**config.mk**
```make
export PLATFORM = sky130hd
export DESIGN_NAME = jk_sync_counter
export DESIGN_NICKNAME = d
export VERILOG_FILES = /design/src/rtl/jk_sync_counter.sv
export SDC_FILE = /design/constraint.sdc
export NUM_CORES = 1
export LEC_CHECK = 0
export BUFFER_PORTS_ARGS = -buffer_cell sky130_fd_sc_hd__buf_4
export CORE_AREA = 8 8 45 47
export DETAILED_ROUTE_END_ITERATION = 7
export DIE_AREA = 0 0 53 55
export HOLD_SLACK_MARGIN = 0.15
export SYNTH_ARGS = -nofsm -noshare
export SYNTH_HDL_FRONTEND = slang
export SYNTH_SLANG_ARGS = --single-unit
```
**constraint.sdc**
```tcl
create_clock -name clk -period 3.5 [get_ports clk]
set_input_delay 0 -clock clk [delete_from_list [all_inputs] [get_ports clk]]
set_output_delay 0 -clock clk [all_outputs]
set_load 0.005 [all_outputs]
```
**src/rtl/jk_sync_counter.sv**
```systemverilog
// Modulo-MOD synchronous up/down counter built from explicit JK flip-flop cells.
// Define JK_CNT_SATURATE_EN to saturate at the count limits instead of wrapping.

module jk_cell (
  input  logic clk,
  input  logic rst,
  input  logic j,
  input  logic k,
  output logic q
);
  logic q_q;
  logic q_d;

  assign q_d = (j & ~q_q) | (~k & q_q);

  always_ff @(posedge clk) begin
    if (rst) q_q <= 1'b0;
    else     q_q <= q_d;
  end

  assign q = q_q;
endmodule

module jk_sync_counter #(
  parameter int WIDTH = 4,
  parameter int MOD   = 10
) (
  input  logic             clk,
  input  logic             rst,
  input  logic             en,
  input  logic             up,
  input  logic             load,
  input  logic [WIDTH-1:0] d,
  output logic [WIDTH-1:0] q,
  output logic [WIDTH-1:0] q_bar,
  output logic             tc,
  output logic             wrap
);
  localparam logic [WIDTH-1:0] MAX_V = WIDTH'(MOD - 1);
  localparam logic [WIDTH:0]   MOD_V = (WIDTH + 1)'(MOD);

  logic [WIDTH-1:0] q_q;
  logic [WIDTH-1:0] j;
  logic [WIDTH-1:0] k;
  logic [WIDTH-1:0] load_v;
  logic [WIDTH-1:0] inc_t;
  logic [WIDTH-1:0] dec_t;
  logic             at_max;
  logic             at_zero;
  logic             in_range;

  assign at_max   = (q_q == MAX_V);
  assign at_zero  = (q_q == '0);
  assign in_range = ({1'b0, q_q} < MOD_V);
  assign load_v   = ({1'b0, d} >= MOD_V) ? MAX_V : d;

  // A bit toggles on increment when all lower bits are 1, on decrement when all are 0.
  always_comb begin
    logic lower_ones;
    logic lower_zeros;
    inc_t       = '0;
    dec_t       = '0;
    lower_ones  = 1'b1;
    lower_zeros = 1'b1;
    for (int i = 0; i < WIDTH; i++) begin
      inc_t[i]    = lower_ones;
      dec_t[i]    = lower_zeros;
      lower_ones  = lower_ones & q_q[i];
      lower_zeros = lower_zeros & ~q_q[i];
    end
  end

  always_comb begin
    j = '0;
    k = '0;
    if (load) begin
      j = load_v;
      k = ~load_v;
    end else if (en) begin
      if (!in_range) begin
        k = '1;
      end else if (up) begin
        if (at_max) begin
`ifdef JK_CNT_SATURATE_EN
          j = '0;
          k = '0;
`else
          k = q_q;
`endif
        end else begin
          j = inc_t;
          k = inc_t;
        end
      end else begin
        if (at_zero) begin
`ifdef JK_CNT_SATURATE_EN
          j = '0;
          k = '0;
`else
          j = MAX_V;
`endif
        end else begin
          j = dec_t;
          k = dec_t;
        end
      end
    end
  end

  for (genvar gi = 0; gi < WIDTH; gi++) begin : g_cell
    jk_cell u_cell (
      .clk (clk),
      .rst (rst),
      .j   (j[gi]),
      .k   (k[gi]),
      .q   (q_q[gi])
    );
  end

  assign q     = q_q;
  assign q_bar = ~q_q;
  assign tc    = en & ~load & ((up & at_max) | (~up & at_zero));

`ifdef JK_CNT_SATURATE_EN
  assign wrap = 1'b0;
`else
  logic wrap_q;
  logic wrap_d;

  // tc with no load means this edge rolls the count over the boundary.
  assign wrap_d = tc;

  always_ff @(posedge clk) begin
    if (rst) wrap_q <= 1'b0;
    else     wrap_q <= wrap_d;
  end

  assign wrap = wrap_q;
`endif
endmodule

```
==> flow_metrics.env <==
export IMPL_synth_common_cells="5 x buf_4, 5 x dfxtp_1, 4 x inv_1, 4 x nor2_1, 4 x nor3_1"
export IMPL_syn_to_final_growth_pct=45.6
export IMPL_crit_path_start_kind="register"
export IMPL_antenna_found_initial=0
export IMPL_via_count=483
export IMPL_ir_drop_mv=0.193
export IMPL_syn_area_um2=437
export IMPL_power_density_nw_per_um2=309
export IMPL_start_util_pct=31.6
export IMPL_gp_congestion=0.731
export IMPL_grt_max_degree=14
export IMPL_postCtsSetupBuffers=0
export IMPL_max_freq_mhz=528
export IMPL_grt_util_met3_pct=5.61
export IMPL_die_h_um=55
export IMPL_instances_no_fill=96
export IMPL_dp_cells=85
export IMPL_slew_violations=0
export IMPL_yosys_top_cells_area="dfxtp_1 23%, buf_4 8.6%, nor3_1 4.6%, nand4b_1 4.0%, xor2_1 4.0%"
export IMPL_synth_seq_cells=5
export IMPL_hpwl_um=872
export IMPL_busiest_layer="met2"
export IMPL_clkTransAtPathRegs_ps=50
export IMPL_die_width_um=53
export IMPL_numClockSinks=5
export IMPL_insertion_delay_ps=250
export IMPL_cp_num_buf_inv=1
export IMPL_hp_start="up"
export IMPL_required_ps=3690
export IMPL_crit_type="register to register"
export IMPL_htreeDepth=1
export IMPL_use_met2_pct=12.1
export IMPL_rsz0062_at_grt="false"
export IMPL_async_flop_share_pct=0
export IMPL_status="finished, final reports clean"
export IMPL_syn_num_nets=67
export IMPL_layout_nets=90
export IMPL_vias_per_cell=5.03
export IMPL_cts_root_buf="clkbuf_4"
export IMPL_worstHoldPathType="input pin to register"
export IMPL_synthFlopType="dfxtp_1"
export IMPL_startpoint="g_cell[1].u_cell.q"
export IMPL_crit_path_top_delay_cell="dlygate4sd3_1"
export IMPL_core_um2=1380
export IMPL_clock_skew_ps=5.00
export IMPL_hold_viol=0
export IMPL_worstPathArrival_ps=2090
export IMPL_grt_pass1_vias=406
export IMPL_row_count=14
export IMPL_p_leak_nw=0.277
export IMPL_ys_types=30
export IMPL_cts_buffers=3
export IMPL_wl_um=1150
export IMPL_cap_violations=0
export IMPL_tns_ps=0
export IMPL_dieArea_um2=2920
export IMPL_synthCells=58
export IMPL_period_minus_slack_ps=1890
export IMPL_reg2reg_from="g_cell[1].u_cell.q"
export IMPL_diodes=0
export IMPL_cts_tree="yes"
export IMPL_yosysWarnings=0
export IMPL_drt_pre_antenna_iters=4
export IMPL_avgRoutedWirePerCell_um=11.9
export IMPL_grt_overflow_total=0
export IMPL_clockBufferDepth=2
export IMPL_worst_slew_pin_slew_ps=371
export IMPL_slew_headroom_pct=75.2
export IMPL_synth_largest_area_cell="dfxtp_1"
export IMPL_drive_above_1_share_pct=30.0
export IMPL_min_period_over_period_pct=54.1
export IMPL_use_met1_pct=8.65
export IMPL_io_pins=19
export IMPL_cp_end_kind="register"
export IMPL_antenna_left=0
export IMPL_synth_edff_count=0
export IMPL_rrSetupSlack_ps=1610
export IMPL_syn_avg_cell_area_um2=7.53
export IMPL_cp_cell_sequence="and3_1 > a22oi_1 > or3_1 > a31oi_1 > dlygate4sd3_1"
export IMPL_drc=0
export IMPL_yosysSeqAreaShare_pct=22.9
export IMPL_cpPeakStageDelay_ps=570
export IMPL_grt_usage_pct=8.14
export IMPL_cp_max_fo=9
export IMPL_finalSetupViolations=0
export IMPL_path_delay_family="simple AND/OR/NAND/NOR gates"
export IMPL_yosysTopAreaCellShare_pct=22.9
export IMPL_grt_pass1_wl_um=1770
export IMPL_drt_iter0_markers=12
export IMPL_finalInstanceArea_um2=636
export IMPL_postPlaceCellArea_um2=538
export IMPL_portBuffers=18
==> power breakdown <==
part | total, mW | switching [mW] | internal (mW) | leakage [nW]
Combinational | 0.0583 | 0.0245 | 0.0339 | 0.218
Clock | 0.0692 | 0.0277 | 0.0416 | 0.0177
Sequential | 0.0690 | 0.00815 | 0.0608 | 0.0412
Total | 0.197 | 0.0603 | 0.136 | 0.277
==> cells by family after synthesis <==
family                 synth area share, %
buffers and inverters                 16.6
flip-flops                            22.9
AND/OR/NAND/NOR                       27.5
AO/OA/AOI/OAI                         28.9
XOR/XNOR                              4.01
==> final timing paths <==
check | end | cells past startpoint
max | g_cell[3].u_cell.q | 5
min | wrap | 4
min reg2reg | g_cell[1].u_cell.q | 1
max reg2reg | g_cell[3].u_cell.q | 5
==> sequential cells by signal, summed over array words and instances, names as in the netlist <==
register	count
g_cell.u_cell.q	4
wrap	1
==> cells in the final DEF, fill, tap and decap left out, types with 2 or more instances in the layout <==
master,n
nor3_1,4
inv_1,4
clkbuf_4,3
and3_1,2
nor2_1,4
nand2b_1,2
buf_4,18
dlygate4sd3_1,7
xor2_1,2
o21ai_0,3
o21ai_1,2
nand4b_1,2
dfxtp_1,5
nand2_1,2
a31oi_1,2
a21oi_1,3
==> tightest hold or removal path, delay by kind of cell <==
family / cells / cell delay [ps]
buffers and inverters: 1 / 120
AO/OA/AOI/OAI: 1 / 150
AND/OR/NAND/NOR: 2 / 110
==> metal layers <==
layer	wire, µm	share of wire [%]	vias up
met2	563	49	19
met4	0	0	0
met3	130	11	0
li1	-	-	252
met5	0	0	-
met1	453	39	212
==> layout make-up <==
| cell class | instances | area, µm² |
|---|---|---|
| sequential | 5 | 100 |
| multi-input combinational | 41 | 264 |
| clock buffer | 3 | 22.5 |
| fill | 151 | 748 |
| clock inverter | 1 | 5.00 |
| inverter | 5 | 18.8 |
| timing repair buffer | 25 | 205 |
| tap | 16 | 20.0 |
==> through the flow <==
| step | total power [mW] | utilization [%] | hold slack (ps) | worst slack, ps |
|---|---|---|---|---|
| 3_3_place_gp | 0.122 | 38.9 | 239 | 2130 |
| 3_5_place_dp | 0.122 | 38.9 | 240 | 2120 |
| 5_1_grt | 0.211 | 45.9 | 192 | 1540 |
| 6_report | 0.197 | 45.9 | 178 | 1610 |
| 2_1_floorplan | 0.103 | - | 69.1 | 2240 |
| 4_1_cts | 0.199 | 45.9 | 170 | 1620 |
==> repair_timing <==
action	in CTS	in global routing
hold buffers	7	0
gates resized for setup	0	0
endpoints found under the hold margin	5	0
setup endpoints to repair	0	0
(Power assumes the default switching activity.)
